File: config.mk
export PLATFORM = sky130hd
export DESIGN_NAME = countdown_timer60_flat
export DESIGN_NICKNAME = d
export VERILOG_FILES = /design/src/rtl/countdown_timer60_if.sv /design/src/rtl/countdown_timer60.sv /design/src/flat_wrapper.sv
export SDC_FILE = /design/constraint.sdc
export NUM_CORES = 1
export LEC_CHECK = 0
export ABC_AREA = 1
export ABC_CLOCK_PERIOD_IN_PS = 1400
export BUFFER_PORTS_ARGS = -buffer_cell sky130_fd_sc_hd__buf_2
export CORE_UTILIZATION = 51
export CTS_BUF_LIST = sky130_fd_sc_hd__clkbuf_8
export DETAILED_ROUTE_END_ITERATION = 10
export GPL_TIMING_DRIVEN = 0
export MAX_ROUTING_LAYER = met4
export PLACE_DENSITY_LB_ADDON = 0.3
export SYNTH_ARGS = -nofsm -noshare
export SYNTH_HDL_FRONTEND = slang
export SYNTH_SLANG_ARGS = --single-unit
export TNS_END_PERCENT = 50
File: constraint.sdc
create_clock -name clk -period 1.4 [get_ports clk]
set_input_delay 0.07 -clock clk [delete_from_list [all_inputs] [get_ports clk]]
set_output_delay 0.07 -clock clk [all_outputs]
set_load 0.03 [all_outputs]
File: src/rtl/countdown_timer60_if.sv
// Control/data bundle for the mm:ss countdown timer.
// With COUNTDOWN_BCD_EN defined the bundle also carries the BCD copies of both fields.
interface countdown_timer60_if;
    logic       tick;
    logic       load;
    logic       start;
    logic       stop;
    logic [6:0] min_data;
    logic [6:0] sec_data;
    logic [6:0] min_out;
    logic [6:0] sec_out;
    logic       running;
    logic       borrow;
    logic       done;
    logic       alarm;
`ifdef COUNTDOWN_BCD_EN
    logic [7:0] min_bcd;
    logic [7:0] sec_bcd;
`endif

    modport master (
        output tick, load, start, stop, min_data, sec_data,
        input  min_out, sec_out, running, borrow, done, alarm
`ifdef COUNTDOWN_BCD_EN
        , input min_bcd, sec_bcd
`endif
    );

    modport slave (
        input  tick, load, start, stop, min_data, sec_data,
        output min_out, sec_out, running, borrow, done, alarm
`ifdef COUNTDOWN_BCD_EN
        , output min_bcd, sec_bcd
`endif
    );
endinterface

File: src/rtl/countdown_timer60.sv
// Minutes:seconds down-counter with preset, start/stop and a tick-timed alarm at 00:00.
// Define COUNTDOWN_BCD_EN to add registered BCD copies (min_bcd/sec_bcd) of both fields.
module countdown_timer60 #(
    parameter int unsigned ALARM_TICKS = 10,
    parameter int unsigned MAX_VAL     = 59
) (
    input  logic                 clk,
    input  logic                 rst,
    countdown_timer60_if.slave   bus
);

    localparam int unsigned VAL_W = 7;
    localparam int unsigned CNT_W = 8;
    localparam logic [VAL_W-1:0] MAX_V  = VAL_W'(MAX_VAL);
    localparam logic [CNT_W-1:0] ALARM_V = CNT_W'(ALARM_TICKS);

    typedef enum logic [1:0] {IDLE, RUN, PAUSE, DONE} state_t;

    state_t             state_q, state_d;
    logic [VAL_W-1:0]   min_q, min_d, sec_q, sec_d;
    logic [CNT_W-1:0]   cnt_q, cnt_d;
    logic               borrow_q, borrow_d;
    logic               done_q, done_d;
    logic               running_q, running_d;
    logic               alarm_q, alarm_d;

`ifdef COUNTDOWN_BCD_EN
    logic [7:0] min_bcd_q, sec_bcd_q;

    // Binary to {tens,units} by weighted compare/subtract; valid for 0..99.
    function automatic logic [7:0] to_bcd(input logic [VAL_W-1:0] v);
        logic [VAL_W-1:0] r;
        logic [3:0]       tens;
        r    = v;
        tens = 4'd0;
        if (r >= VAL_W'(80)) begin r = r - VAL_W'(80); tens = tens + 4'd8; end
        if (r >= VAL_W'(40)) begin r = r - VAL_W'(40); tens = tens + 4'd4; end
        if (r >= VAL_W'(20)) begin r = r - VAL_W'(20); tens = tens + 4'd2; end
        if (r >= VAL_W'(10)) begin r = r - VAL_W'(10); tens = tens + 4'd1; end
        return {tens, r[3:0]};
    endfunction
`endif

    // State and datapath registers.
    always_ff @(posedge clk or negedge rst) begin
        if (!rst) begin
            state_q   <= IDLE;
            min_q     <= '0;
            sec_q     <= '0;
            cnt_q     <= '0;
            borrow_q  <= 1'b0;
            done_q    <= 1'b0;
            running_q <= 1'b0;
            alarm_q   <= 1'b0;
`ifdef COUNTDOWN_BCD_EN
            min_bcd_q <= 8'h00;
            sec_bcd_q <= 8'h00;
`endif
        end else begin
            state_q   <= state_d;
            min_q     <= min_d;
            sec_q     <= sec_d;
            cnt_q     <= cnt_d;
            borrow_q  <= borrow_d;
            done_q    <= done_d;
            running_q <= running_d;
            alarm_q   <= alarm_d;
`ifdef COUNTDOWN_BCD_EN
            min_bcd_q <= to_bcd(min_d);
            sec_bcd_q <= to_bcd(sec_d);
`endif
        end
    end

    // Next state and values; load overrides everything, stop beats start and tick.
    always_comb begin
        state_d  = state_q;
        min_d    = min_q;
        sec_d    = sec_q;
        cnt_d    = cnt_q;
        borrow_d = 1'b0;
        done_d   = 1'b0;

        if (bus.load) begin
            min_d   = (bus.min_data > MAX_V) ? MAX_V : bus.min_data;
            sec_d   = (bus.sec_data > MAX_V) ? MAX_V : bus.sec_data;
            state_d = IDLE;
            cnt_d   = '0;
        end else begin
            unique case (state_q)
                IDLE: begin
                    if (bus.start && !bus.stop && ((min_q != '0) || (sec_q != '0)))
                        state_d = RUN;
                end
                PAUSE: begin
                    if (bus.start && !bus.stop)
                        state_d = RUN;
                end
                RUN: begin
                    if (bus.stop) begin
                        state_d = PAUSE;
                    end else if (bus.tick) begin
                        if (sec_q != '0) begin
                            sec_d = sec_q - VAL_W'(1);
                            if ((sec_q == VAL_W'(1)) && (min_q == '0)) begin
                                state_d = DONE;
                                done_d  = 1'b1;
                                cnt_d   = ALARM_V;
                            end
                        end else if (min_q != '0) begin
                            sec_d    = MAX_V;
                            min_d    = min_q - VAL_W'(1);
                            borrow_d = 1'b1;
                        end
                    end
                end
                DONE: begin
                    if (bus.stop) begin
                        state_d = IDLE;
                        cnt_d   = '0;
                    end else if (bus.tick) begin
                        if (cnt_q <= CNT_W'(1)) begin
                            cnt_d   = '0;
                            state_d = IDLE;
                        end else begin
                            cnt_d = cnt_q - CNT_W'(1);
                        end
                    end
                end
                default: state_d = IDLE;
            endcase
        end

        running_d = (state_d == RUN);
        alarm_d   = (state_d == DONE);
    end

    assign bus.min_out = min_q;
    assign bus.sec_out = sec_q;
    assign bus.running = running_q;
    assign bus.borrow  = borrow_q;
    assign bus.done    = done_q;
    assign bus.alarm   = alarm_q;
`ifdef COUNTDOWN_BCD_EN
    assign bus.min_bcd = min_bcd_q;
    assign bus.sec_bcd = sec_bcd_q;
`endif

endmodule
File: src/flat_wrapper.sv
// flat-port wrapper written by rule: the top's interface ports become plain ports
module countdown_timer60_flat 
#(
    parameter int unsigned ALARM_TICKS = 10,
    parameter int unsigned MAX_VAL     = 59
)
  (clk, rst, bus_tick, bus_load, bus_start, bus_stop, bus_min_data, bus_sec_data, bus_min_out, bus_sec_out, bus_running, bus_borrow, bus_done, bus_alarm);
  countdown_timer60_if bus_i ();
  input  logic clk;
  input  logic rst;
  input wire logic [$bits(bus_i.tick)-1:0] bus_tick;
  input wire logic [$bits(bus_i.load)-1:0] bus_load;
  input wire logic [$bits(bus_i.start)-1:0] bus_start;
  input wire logic [$bits(bus_i.stop)-1:0] bus_stop;
  input wire logic [$bits(bus_i.min_data)-1:0] bus_min_data;
  input wire logic [$bits(bus_i.sec_data)-1:0] bus_sec_data;
  output wire logic [$bits(bus_i.min_out)-1:0] bus_min_out;
  output wire logic [$bits(bus_i.sec_out)-1:0] bus_sec_out;
  output wire logic [$bits(bus_i.running)-1:0] bus_running;
  output wire logic [$bits(bus_i.borrow)-1:0] bus_borrow;
  output wire logic [$bits(bus_i.done)-1:0] bus_done;
  output wire logic [$bits(bus_i.alarm)-1:0] bus_alarm;
  assign bus_i.tick = bus_tick;
  assign bus_i.load = bus_load;
  assign bus_i.start = bus_start;
  assign bus_i.stop = bus_stop;
  assign bus_i.min_data = bus_min_data;
  assign bus_i.sec_data = bus_sec_data;
  assign bus_min_out = bus_i.min_out;
  assign bus_sec_out = bus_i.sec_out;
  assign bus_running = bus_i.running;
  assign bus_borrow = bus_i.borrow;
  assign bus_done = bus_i.done;
  assign bus_alarm = bus_i.alarm;
  countdown_timer60 #(.ALARM_TICKS(ALARM_TICKS), .MAX_VAL(MAX_VAL)) u_core (.clk(clk), .rst(rst), .bus(bus_i));
endmodule
==> metrics.md <==
| Metric | Value |
|---|---|
| Status | finished with violations |
| Failing checks | negative setup slack |
| Data required, critical path | approximately 1.6 ns |
| Filler cells | 286 |
| R2r startpoint | u_core.bus.min_out[0]$_DFFE_PN0P_ |
| # setup viols final | 22 |
| Yosys warning total | 0 |
| Crit path launch type | register |
| Final WS setup | -0.0887 ns |
| Via count | roughly 2.0k |
| Cell Chain, Critical Path | inv_2 > ha_4 > nand2_4 > nor2_4 > and2_4 > nand3_4 > nand2_8 > nand3_2 > nand2_1 |
| First-pass GRT wire length | 8340 um |
| FMAX | about 670 MHz |
| R2r setup slk | -0.09 ns |
| Post-Route Setup TNS | -1.12 ns |
| Area of the multi-input gates | around 1200 um^2 |
| Die extent in x | 62.9 um |
| Buf/Inv on CP | 1 |
| Crit. End Element | register |
| Core box area | roughly 3400 um^2 |
| Max cap viols | 0 |
| Largest stage delay on the critical path | about 0.42 ns |
| Initial antenna violation count | 0 |
| Avg Vias per Cell | 5.44 |
| Drt first pass iters | 7 |
| Slew Viols, Final | 0 |
| DR WL/cell | about 14 um |
| Die area | a little under 4000 um^2 |
| CP Data Arrival Time | approximately 1.7 ns |
| Effective utilization at floorplan | between 50% and 60% |
| Worst Tran Pin Value | around 0.64 ns |
| Worst skew pair latency | between 0.2 and 0.3 ns |
| CTS tree | yes |
| Fin. Hold Viols | 0 |
| FF+latch area | slightly above 700 um^2 |
| Post-Place Worst Slack | -0.173 ns |
| Initial DRC count | 156 |
| Internal power | 1400 uW |
| Vias in the first global route | 1,875 |
| Switching Fraction | between 30% and 40% |
| Grt total ovfl | 0 |
| H-tree lvl count | 1 |
| Cell leakage power | 0.00123 uW |
| CP Depth | 9 |
| Yosys reg bits | 28 |
| Power share of the combinational group | between 30% and 40% |
| Final weighted congestion of routability-driven global placement | approximately 0.86 |
| Nets | 342 |
| Final WL | about 5000 um |
| Clock transition at path regs | 0.10 ns |
| Average instance area after synthesis | roughly 7.6 um^2 |
| Overall Global Routing Usage | between 20% and 30% |
| Total power | ~2200 uW |
| CTS Buf Count | 3 |
| Syn Std Cell Area | about 1900 um^2 |
| Period utilisation layout | 106% |
| I/O pin total | 38 |
| Register area share after synthesis | a little under two fifths |
| Setup crit end | u_core.cnt_q[3]$_DFFE_PN0P_ |
| Core Rows | 21 |
| Relative slew margins | between 50% and 60% |
| CP Launch Point | u_core.bus.min_out[0]$_DFFE_PN0P_ |
| R2R depth | 9 |
| Delay-heaviest family, CP | simple AND/OR/NAND/NOR gates |
| Critical-path top delay cell | dfrtp_2 |
| CTS Root Cell | clkbuf_8 |
| Clock skew | about 0.006 ns |
| # port buffers | 36 |
| RSZ-0062 raised after global routing | true |
| Area added between synthesis and finish | 35.4% |
| NetSw | ~840 uW |
| Post-synthesis cell count | between 200 and 300 |
| CTS max path bufs | 2 |
| VDD IR-drop max | 598 uV |
| Post-synth cell types | 29 |
| Hpwl dp | roughly 3200 um |
| Minimum clock period | about 1.5 ns |
| Die height | around 63 um |
| Hold_ws | roughly 0.050 ns |
| Syn nets | approximately 280 |
| Ant diodes | 0 |
| Crit path kind | register to register |
| PwrDens | approximately 870 nW/um^2 |
| Routed Antenna Nets | 0 |
| Worst hold path class | input pin to register |
| RR Endpoint | u_core.cnt_q[3]$_DFFE_PN0P_ |
| Critical path fanouts, max | 8 |
| Sink Count | 28 |
| Clock share of power | 20.4% |
| Reg power frac | a little over two fifths |
| DRC violations left | 0 |
| Layout cells sized above 1 | about 45% |
| Largest net degree at the start of global routing | 29 |
-- cell usage after synthesis --
master    count  area share (%)
nor2_4        5             3.0
o211ai_1      4             1.6
a22oi_1       1            0.40
dfrtp_1      28              37
o31ai_1       1            0.40
a21oi_1       3            0.79
nand3_4       1            0.93
nand2_4       2             1.2
o21ai_1       7             1.9
nand3_2       6             3.2
and2_4        1            0.46
o211ai_2      1            0.66
o22ai_1       4             1.3
xor2_1        6             2.8
nor2_1       24             4.8
nand4_1      15             5.0
ha_1          5             3.3
nand2_2       5             1.7
buf_2         3            0.79
nor3_1        4             1.1
o21ai_0       7             1.9
inv_2         8             1.6
nand3_1      21             5.6
clkbuf_1      1            0.20
a31oi_1       2            0.66
nor2_2        5             1.7
inv_1        26             5.2
xnor2_1       2            0.93
nand2_1      52              10
-- cells in the final DEF (no fill, tap or decap), drive strengths merged --
cell type | synthesis | layout
o22ai | 4 | 4
nand2 | 59 | 59
o21ai | 14 | 14
a31oi | 2 | 2
nand3 | 28 | 29
dfrtp | 28 | 28
nand4 | 15 | 15
xnor2 | 2 | 2
inv | 34 | 35
o31ai | 1 | 1
ha | 5 | 5
a22oi | 1 | 1
o211ai | 5 | 5
buf | 3 | 63
nor3 | 4 | 4
clkbuf | 1 | 4
a21oi | 3 | 3
dlygate4sd3 | 0 | 1
xor2 | 6 | 6
nor2 | 34 | 34
and2 | 1 | 1
-- power by group through the flow --
stage                     logic, uW  registers [uW]  clock network, uW
final                           829             953                457
after global routing            906             960                502
after CTS                       776             950                469
after detailed placement        654             975                  0
after global placement          645             973                  0
after floorplan                 372            1080                  0
-- worst register-to-register path, cell delays in order (launching register included) --
cell     delay, ns
dfrtp_2       0.42
inv_2         0.08
ha_4          0.16
nand2_4       0.05
nor2_4        0.11
and2_4        0.19
nand3_4       0.14
nand2_8       0.14
nand3_2       0.07
nand2_1       0.07
-- how the worst min path moves through the flow --
stage,cells past startpoint,end,startpoint
2_1_floorplan,0,u_core.bus.alarm$_DFF_PN0_,rst
3_3_place_gp,1,u_core.cnt_q[5]$_DFFE_PN0P_,rst
3_5_place_dp,1,u_core.bus.alarm$_DFF_PN0_,rst
4_1_cts,3,u_core.bus.sec_out[3]$_DFFE_PN0P_,bus_sec_data[3]
5_1_grt,3,u_core.bus.sec_out[3]$_DFFE_PN0P_,bus_sec_data[3]
6_report,3,u_core.bus.sec_out[3]$_DFFE_PN0P_,bus_sec_data[3]
-- state kept, by name (all words and copies together), names as in the netlist --
| signal | cells |
|---|---|
| u_core.cnt_q | 8 |
| u_core.state_q | 2 |
| u_core.bus.alarm | 1 |
| u_core.bus.min_out | 7 |
| u_core.bus.running | 1 |
| u_core.bus.borrow | 1 |
| u_core.bus.done | 1 |
| u_core.bus.sec_out | 7 |
-- cells by family after synthesis --
family | synth area share (%)
compound gates | 9.52
xor+xnor | 3.70
fa+ha+maj | 3.31
buf+inv | 7.74
flops | 37.0
simple gates | 38.7
-- metal layers --
metal	global-route usage [%]	vias up	wire length, um
met1	31.4	925	2120
met5	-	-	0
met3	3.65	14	249
li1	-	963	-
met2	47.4	67	2560
met4	10.5	0	96
-- what timing repair did --
action / 4_1_cts / 5_1_grt
endpoints found under the setup margin: 25 / 26
resized for setup: 12 / 8
gates cloned: 1 / 0
buffers inserted: 16 / 8
hold buffers: 1 / 0
pin swaps: 12 / 7
hold endpoints to repair: 28 / 0
-- per-stage QoR --
stage	area, um^2	cells	utilization [%]
5_1_grt	2560	362	74.4
3_3_place_gp	2230	332	64.7
4_1_cts	2470	354	71.9
6_report	2560	362	74.4
2_1_floorplan	1990	250	-
3_5_place_dp	2230	332	64.7
-- final cells by class --
cell class	count	share of cell area (%)
multi-input cells	185	47.7
flip-flops and latches	28	27.9
repair buffers	61	14.6
inverters	34	5.08
well taps	46	2.25
clock buffers	3	1.61
plain buffers	4	0.733
clock inverters	1	0.147
No activity file was read; power rests on OpenSTA's default activity.
